### config.mk
export PLATFORM = sky130hd
export DESIGN_NAME = button_debouncer_flat
export DESIGN_NICKNAME = d
export VERILOG_FILES = /design/src/rtl/button_debouncer_if.sv /design/src/rtl/button_debouncer.sv /design/src/flat_wrapper.sv
export SDC_FILE = /design/constraint.sdc
export NUM_CORES = 1
export LEC_CHECK = 0
export ABC_AREA = 1
export ABC_CLOCK_PERIOD_IN_PS = 4650
export CAP_MARGIN = 15
export CORE_UTILIZATION = 62
export DETAILED_ROUTE_END_ITERATION = 7
export GPL_ROUTABILITY_DRIVEN = 0
export MAX_ROUTING_LAYER = met4
export PLACE_DENSITY = 0.79
export RECOVER_POWER = 50
export SLEW_MARGIN = 20
export SYNTH_ARGS = -nofsm -noshare
export SYNTH_HDL_FRONTEND = slang
export SYNTH_SLANG_ARGS = --single-unit
### constraint.sdc
create_clock -name clk_85MHz -period 4.65 [get_ports clk_85MHz]
set_input_delay 0.93 -clock clk_85MHz [delete_from_list [all_inputs] [get_ports clk_85MHz]]
set_output_delay 0.93 -clock clk_85MHz [all_outputs]
set_load 0.01 [all_outputs]
### src/rtl/button_debouncer_if.sv
`timescale 1ns/1ps
`default_nettype none
// ============================================================================
// Module   : button_debouncer_if
// Brief    : Raw button inputs and cleaned pulse/level outputs of the debouncer.
// Revision : 1.0 - initial release
// ============================================================================
interface button_debouncer_if;
    logic left_raw;
    logic right_raw;
    logic fire_raw;
    logic left_debounced;
    logic right_debounced;
    logic fire_debounced;
    logic left_level;
    logic right_level;
    logic fire_level;

    modport master (
        output left_raw, right_raw, fire_raw,
        input  left_debounced, right_debounced, fire_debounced,
        input  left_level, right_level, fire_level
    );

    modport slave (
        input  left_raw, right_raw, fire_raw,
        output left_debounced, right_debounced, fire_debounced,
        output left_level, right_level, fire_level
    );
endinterface
`default_nettype wire

### src/rtl/button_debouncer.sv
`timescale 1ns/1ps
`default_nettype none
// ============================================================================
// Module   : button_debouncer
// Brief    : Two-flop sync, stability-count filter and press/auto-repeat pulse
//            generation for the left, right and fire buttons.
// Revision : 1.0 - initial release
// ============================================================================
module button_debouncer #(
    parameter int DEBOUNCE_CYCLES = 850000,
    parameter int REPEAT_DELAY    = 34000000,
    parameter int REPEAT_RATE     = 12750000,
    parameter int CNT_W           = 26
) (
    input  logic               clk_85MHz,
    input  logic               reset,
    button_debouncer_if.slave  btn
);

    localparam int N_CH = 3;
    localparam logic [CNT_W-1:0] DB_LAST = CNT_W'(DEBOUNCE_CYCLES - 1);
    localparam logic [CNT_W-1:0] RD_LAST = CNT_W'(REPEAT_DELAY - 1);
    localparam logic [CNT_W-1:0] RR_LAST = CNT_W'(REPEAT_RATE - 1);

    typedef enum logic [1:0] {
        REP_IDLE   = 2'd0,
        REP_DELAY  = 2'd1,
        REP_REPEAT = 2'd2
    } rep_state_t;

    typedef enum logic {
        FIRE_IDLE = 1'b0,
        FIRE_HELD = 1'b1
    } fire_state_t;

    // Channel order throughout: bit 0 left, bit 1 right, bit 2 fire.
    logic [N_CH-1:0] raw_w;
    logic [N_CH-1:0] sync1_q;
    logic [N_CH-1:0] sync2_q;
    wire  [N_CH-1:0] level_w;
    wire  [1:0]      pulse_w;
    logic            both_held_w;

    assign raw_w = {btn.fire_raw, btn.right_raw, btn.left_raw};

    always_ff @(posedge clk_85MHz) begin
        if (!reset) begin
            sync1_q <= '0;
            sync2_q <= '0;
        end else begin
            sync1_q <= raw_w;
            sync2_q <= sync1_q;
        end
    end

    for (genvar gi = 0; gi < N_CH; gi++) begin : g_chan
        logic [CNT_W-1:0] cnt_q;
        logic [CNT_W-1:0] cnt_d;
        logic             lvl_q;
        logic             lvl_d;

        // Any sample agreeing with the current level restarts the count.
        always_comb begin
            cnt_d = '0;
            lvl_d = lvl_q;
            if (sync2_q[gi] != lvl_q) begin
                if (cnt_q == DB_LAST) begin
                    lvl_d = sync2_q[gi];
                end else begin
                    cnt_d = cnt_q + CNT_W'(1);
                end
            end
        end

        always_ff @(posedge clk_85MHz) begin
            if (!reset) begin
                cnt_q <= '0;
                lvl_q <= 1'b0;
            end else begin
                cnt_q <= cnt_d;
                lvl_q <= lvl_d;
            end
        end

        assign level_w[gi] = lvl_q;
    end

    for (genvar gi = 0; gi < 2; gi++) begin : g_rep
        rep_state_t       state_q;
        rep_state_t       state_d;
        logic [CNT_W-1:0] rcnt_q;
        logic [CNT_W-1:0] rcnt_d;
        logic             pulse_q;
        logic             pulse_d;

        // Release has priority over a repeat falling due in the same cycle.
        always_comb begin
            state_d = state_q;
            rcnt_d  = rcnt_q;
            pulse_d = 1'b0;
            case (state_q)
                REP_IDLE: begin
                    rcnt_d = '0;
                    if (level_w[gi]) begin
                        pulse_d = 1'b1;
                        state_d = REP_DELAY;
                    end
                end
                REP_DELAY: begin
                    if (!level_w[gi]) begin
                        rcnt_d  = '0;
                        state_d = REP_IDLE;
                    end else if (rcnt_q == RD_LAST) begin
                        pulse_d = 1'b1;
                        rcnt_d  = '0;
                        state_d = REP_REPEAT;
                    end else begin
                        rcnt_d = rcnt_q + CNT_W'(1);
                    end
                end
                REP_REPEAT: begin
                    if (!level_w[gi]) begin
                        rcnt_d  = '0;
                        state_d = REP_IDLE;
                    end else if (rcnt_q == RR_LAST) begin
                        pulse_d = 1'b1;
                        rcnt_d  = '0;
                    end else begin
                        rcnt_d = rcnt_q + CNT_W'(1);
                    end
                end
                default: begin
                    rcnt_d  = '0;
                    state_d = REP_IDLE;
                end
            endcase
        end

        always_ff @(posedge clk_85MHz) begin
            if (!reset) begin
                state_q <= REP_IDLE;
                rcnt_q  <= '0;
                pulse_q <= 1'b0;
            end else begin
                state_q <= state_d;
                rcnt_q  <= rcnt_d;
                pulse_q <= pulse_d;
            end
        end

        assign pulse_w[gi] = pulse_q;
    end

    fire_state_t fire_state_q;
    fire_state_t fire_state_d;
    logic        fire_pulse_q;
    logic        fire_pulse_d;

    always_comb begin
        fire_state_d = fire_state_q;
        fire_pulse_d = 1'b0;
        if (fire_state_q == FIRE_IDLE) begin
            if (level_w[2]) begin
                fire_pulse_d = 1'b1;
                fire_state_d = FIRE_HELD;
            end
        end else if (!level_w[2]) begin
            fire_state_d = FIRE_IDLE;
        end
    end

    always_ff @(posedge clk_85MHz) begin
        if (!reset) begin
            fire_state_q <= FIRE_IDLE;
            fire_pulse_q <= 1'b0;
        end else begin
            fire_state_q <= fire_state_d;
            fire_pulse_q <= fire_pulse_d;
        end
    end

    // Opposing directions held together: both FSMs keep counting, pulses are dropped.
    assign both_held_w = level_w[0] & level_w[1];

    assign btn.left_debounced  = pulse_w[0] & ~both_held_w;
    assign btn.right_debounced = pulse_w[1] & ~both_held_w;
    assign btn.fire_debounced  = fire_pulse_q;
    assign btn.left_level      = level_w[0];
    assign btn.right_level     = level_w[1];
    assign btn.fire_level      = level_w[2];

endmodule
`default_nettype wire

### src/flat_wrapper.sv
// flat-port wrapper written by rule: the top's interface ports become plain ports
module button_debouncer_flat 
#(
    parameter int DEBOUNCE_CYCLES = 850000,
    parameter int REPEAT_DELAY    = 34000000,
    parameter int REPEAT_RATE     = 12750000,
    parameter int CNT_W           = 26
)
  (clk_85MHz, reset, btn_left_raw, btn_right_raw, btn_fire_raw, btn_left_debounced, btn_right_debounced, btn_fire_debounced, btn_left_level, btn_right_level, btn_fire_level);
  button_debouncer_if btn_i ();
  input  logic clk_85MHz;
  input  logic reset;
  input wire logic [$bits(btn_i.left_raw)-1:0] btn_left_raw;
  input wire logic [$bits(btn_i.right_raw)-1:0] btn_right_raw;
  input wire logic [$bits(btn_i.fire_raw)-1:0] btn_fire_raw;
  output wire logic [$bits(btn_i.left_debounced)-1:0] btn_left_debounced;
  output wire logic [$bits(btn_i.right_debounced)-1:0] btn_right_debounced;
  output wire logic [$bits(btn_i.fire_debounced)-1:0] btn_fire_debounced;
  output wire logic [$bits(btn_i.left_level)-1:0] btn_left_level;
  output wire logic [$bits(btn_i.right_level)-1:0] btn_right_level;
  output wire logic [$bits(btn_i.fire_level)-1:0] btn_fire_level;
  assign btn_i.left_raw = btn_left_raw;
  assign btn_i.right_raw = btn_right_raw;
  assign btn_i.fire_raw = btn_fire_raw;
  assign btn_left_debounced = btn_i.left_debounced;
  assign btn_right_debounced = btn_i.right_debounced;
  assign btn_fire_debounced = btn_i.fire_debounced;
  assign btn_left_level = btn_i.left_level;
  assign btn_right_level = btn_i.right_level;
  assign btn_fire_level = btn_i.fire_level;
  button_debouncer #(.DEBOUNCE_CYCLES(DEBOUNCE_CYCLES), .REPEAT_DELAY(REPEAT_DELAY), .REPEAT_RATE(REPEAT_RATE), .CNT_W(CNT_W)) u_core (.clk_85MHz(clk_85MHz), .reset(reset), .btn(btn_i));
endmodule
# --- After elaboration in Yosys (flattened, before gate mapping) ---
# Index checks and enable logic that the tools add are counted.
word_totals:
  reg_bits: 147
  input_bits: 5
op_classes:
  reduce_logical: 11
  bitwise_logic: 8
  mux: 33
  n_addsub: 5
  eq_ne: 20
op_table:
  columns: ["cell", "count"]
  rows:
  - ["2-to-1 mux 26 bit", 8]
  - ["adder 26 x 1 -> 26 bit, second input constant", 5]
  - ["case mux 26 bit (2 select lines)", 2]
  - ["equality test 26 x 20 -> 1 bit, second input constant", 3]
  - ["equality test 26 x 24 -> 1 bit, second input constant", 2]
  - ["equality test 26 bit, second input constant", 2]
  - ["2-to-1 mux 2 bit", 8]
  - ["case mux 2 bit (3 select lines)", 2]
  - ["2-to-1 mux 1 bit", 11]
  - ["OR reduction 3 bit", 3]
  - ["inequality test 3 bit, second input constant", 2]
  - ["case mux 1 bit (3 select lines)", 2]
  - ["AND reduction 2 bit", 3]
  - ["AND reduction 3 bit", 2]
  - ["NOT 1 bit", 5]
  - ["equality test 2 x 1 -> 1 bit, second input constant", 2]
  - ["equality test 2 bit, second input constant", 2]
  - ["zero test 2 bit", 2]
  - ["inequality test 2 x 1 -> 1 bit, second input constant", 2]
  - ["inequality test 2 bit, second input constant", 2]
  - ["AND 1 bit", 3]
  - ["inequality test 1 bit", 3]
  - ["OR reduction 2 bit", 1]

# --- Logic depth before layout (Yosys ltp) ---
logic_depth:
  word_depth: 4
  depth_mapped: 11

# --- Worst setup path before layout ---
# Ideal clock, no wire load.
synth_path:
  path_type: "register to output"
  startpoint: "register u_core.g_chan[1].lvl_q, in the netlist u_core.btn.right_level"
  endpoint: "output btn_left_debounced"
  t_arrival_ns: 0.818
  path_slack_ns: 2.902
  stages_incl_launch_ff: 3
  cell_sequence: "dfxtp_1 > clkbuf_1 > a21boi_0"
synth_between:
  elab_chain_len: 3
synth_rtl:
  columns: ["element", "line", "text"]
  rows:
  - ["start: declaration", "button_debouncer.sv:59", "logic lvl_q;"]
  - ["start signal: assignment", "button_debouncer.sv:81", "lvl_q <= lvl_d;"]
  - ["AND 1 bit", "button_debouncer.sv:183", "assign both_held_w = level_w[0] & level_w[1];"]
  - ["NOT 1 bit", "button_debouncer.sv:185", "assign btn.left_debounced = pulse_w[0] & ~both_held_w;"]
  - ["AND 1 bit", "button_debouncer.sv:185", null]
  - ["end: declaration", "flat_wrapper.sv:16", "output wire logic [$bits(btn_i.left_debounced)-1:0] btn_left_debounced;"]
# No other way between the ends.

# --- Final worst setup path ---
layout_path:
  startpoint: "input reset"
  endpoint: "register u_core.g_chan[1].cnt_q[7]"
layout_between:
  elab_chain_len: 2
layout_rtl:
  columns: ["element", "line", "text"]
  rows:
  - ["start: declaration", "flat_wrapper.sv:12", "input logic reset;"]
  - ["NOT 1 bit (no source line)", null, null]
  - ["OR reduction 3 bit (no source line)", null, null]
  - ["end signal: assignment", "button_debouncer.sv:80", "cnt_q <= cnt_d;"]
  - ["end: declaration", "button_debouncer.sv:57", "logic [CNT_W-1:0] cnt_q;"]
# No other way between the ends.
# A chain may end at the register's enable or synchronous reset.

==> results.json <==
{
  "fillers": 1042,
  "worst_ep_arrival_time_ns": 3.16,
  "endpoint_kind_of_the_worst_setup_timing_path": "flop",
  "cts_sinks": 147,
  "cts_tree": "done",
  "synth_common_cells": "nand2_1, nor2_1, dfxtp_1, inv_1, nand3_1",
  "number_of_antenna_violating_nets_in_the_routed_design": 0,
  "clock-root-buffer": "clkbuf_16",
  "yosys-top-cells-area": "dfxtp_1, nand2_1, nor2_1, inv_1, nand3_1",
  "worstPathCellList": "dlygate4sd3_1 > o21ai_0 > a21oi_1 > nand2_1 > a21oi_1",
  "run_status": "complete, no violations",
  "cts_max_path_buffers": 2,
  "yosys_register_bits": 147,
  "worst_hold_path_class": "reg -> reg",
  "layout.core_utilization": 0.7099,
  "slowest_stage_cell_cp": "dlygate4sd3_1",
  "nets": 1200,
  "synth_cell_types": 42,
  "floorplan.die_area_mm2": 0.01312,
  "timing.fmax_mhz": 353.7,
  "final_hold_vios": 0,
  "die_width_um": 114.5,
  "critical-path-top-cell-by-count": "a21oi_1",
  "chipHeight_um": 114.5,
  "hold_buffers": 0,
  "maxSlewHeadroom": 0.3891,
  "yosysTopAreaCell": "dfxtp_1",
  "setup-violations-final": 0,
  "final.setup.worst_slack_ns": 1.823,
  "startpoint_type": "input port",
  "multi_input_comb_area_mm2": 0.004192,
  "syn_to_final_growth_pct": 9.960,
  "syn-instance-count": 1168,
  "crit_type": "in -> reg",
  "report.final.slew_viol_count": 0,
  "detailedRoute.firstPassIterationCount": 8,
  "drive_above_1_share": 0.06444,
  "globalRoute.totalOverflow": 0,
  "grt_setup_unrepaired": "false",
  "min_period_over_period": 0.6080,
  "tritoncts.num_buffers": 17,
  "initial_core_utilization": 0.6456,
  "numPortBuffers": 10,
  "total_routing_usage_reported_by_global_routing": 0.2833,
  "postSynthNetCount": 1186,
  "reg_clk_slew_reported_paths_ns": 0.06,
  "floorplan.core_area_mm2": 0.01216,
  "level_count_of_the_clock_h_tree": 4,
  "netlist.area_leader.share": 0.3748,
  "initialDrtViolationCount": 695,
  "proportion_of_synthesized_flip_flops_having_asynchronous_set_or_reset": 0,
  "syn_avg_cell_area_um2": 6.722,
  "placedCellCount": 1331,
  "number_of_global_route_vias_before_repair": 6553,
  "cts.repair.resized": 0,
  "grt_start_max_net_pins": 27,
  "stdcell_count": 1363,
  "total_power_mw": 2.746,
  "timing.final.crit_period_ns": 2.827,
  "vias": 7089,
  "timing.critical_path.required_ns": 4.99,
  "synth_warnings": 0,
  "dominantRegCellSynth": "dfxtp_1",
  "worst_path_largest_cell_delay_ns": 1.00,
  "seq_area_frac_synth": 0.3748,
  "detailed_place_hpwl_mm": 11.96,
  "ir_drop_v": 0.0005251,
  "setup.reg_to_reg.worst_slack_ns": 2.41,
  "grt_pass1_wl_mm": 28.81,
  "setup-tns-final_ns": 0,
  "dpl_worst_slack_ns": 1.677,
  "drv.max_cap_violation_count": 0,
  "floorplan.io_pins": 11,
  "clkLatencyLatePin_ns": 0.43,
  "synth_edf_count": 0,
  "seqCellArea_mm2": 0.002943,
  "leakage_power_figure_nw": 2.943,
  "drc": 0,
  "routed_via_density": 5.201,
  "grt_antenna_before_repair": 0,
  "timing.critical_path.fanout_max": 26,
  "routed_wl_mm": 16.68,
  "wl_per_cell_um": 12.24,
  "timing.clock.skew_ns": 0.007199,
  "antennaDiodeCount": 0,
  "placement_rows": 40,
  "yosysMostFrequentCell": "nand2_1",
  "power_density_mw_per_mm2": 318.1,
  "syn-cell-area_mm2": 0.007851,
  "tightestPinTransition_ns": 0.9141,
  "cts_setup_buffers": 0
}
cell usage in the layout, fill, tap and decap left out, drive strengths merged:
master           n
nand2          307
nor2           228
dfxtp          147
inv            147
nand3           73
a21oi           54
nor3            49
xor2            36
nand4           36
clkbuf          20
xnor2           17
o21ai           15
ha              13
nand3b          10
clkdlybuf4s50    7
or2              7
clkinv           6
bufinv           4
nor4             3
dlygate4sd3      3
a21boi           2
o21bai           2
clkinvlp         2
and2             2
and3             1
o22ai            1
a31oi            1
nor3b            1
o31ai            1
per-stage QoR:
step	area (µm²)	hold WS [ns]
after floorplan	7851	0.3682
after global placement	8009	0.3783
after detailed placement	8009	0.3832
after CTS	8646	0.3875
after global routing	8633	0.4003
final	8633	0.3830
worst paths after layout:
check                       startpoint                         end  cells past startpoint
max                              reset   u_core.g_chan[1].cnt_q[7]                      5
min                u_core.fire_state_q   u_core.btn.fire_debounced                      1
max reg2reg  u_core.g_chan[1].cnt_q[0]  u_core.g_chan[1].cnt_q[16]                      7
min reg2reg        u_core.fire_state_q   u_core.btn.fire_debounced                      1
registers in the layout (all words and copies together) (netlist names):
name and count:
u_core.sync2_q 3, u_core.btn.left_level 1, u_core.g_rep.state_q 4, u_core.btn.fire_level 1, u_core.btn.right_level 1, u_core.g_chan.cnt_q 78
u_core.sync1_q 3, u_core.fire_state_q 1, u_core.btn.fire_debounced 1, u_core.g_rep.pulse_q 2, u_core.g_rep.rcnt_q 52
worst max-delay path: cells and delay by family:
family	cells	cell delay, ns
buffers and inverters	1	1.00
AO/OA/AOI/OAI	3	0.69
AND/OR/NAND/NOR	1	0.54
power breakdown:
group	switching [mW]	leakage, nW	internal, mW
Clock	0.539	0.306	0.926
Sequential	0.00190	1.18	1.26
Combinational	0.0114	1.45	0.00520
Total	0.552	2.94	2.19
cell families after synthesis:
group                      share of synthesized area
and+or+nand+nor                               0.4024
buffers and inverters                        0.08972
DFF                                           0.3748
AOI/OAI and AO/OA                            0.05323
xor gates and xnor gates                     0.05912
adders and majority gates                    0.02072
final cells by class:
| cell class | instances | share of cell area |
|---|---|---|
| clock buffer | 20 | 0.05290 |
| tap | 168 | 0.02435 |
| inverter | 147 | 0.06391 |
| clock inverter | 12 | 0.02087 |
| sequential | 147 | 0.3409 |
| timing repair buffer | 10 | 0.01159 |
| multi-input combinational | 859 | 0.4855 |
layer usage:
metal,global-route usage,wire length (µm),vias up
met5,-,0,-
met4,0.1004,313,0
met3,0.05982,850,38
met2,0.4630,7566,184
met1,0.3458,7953,3145
li1,-,-,3722
No activity file was read; power rests on OpenSTA's default activity.
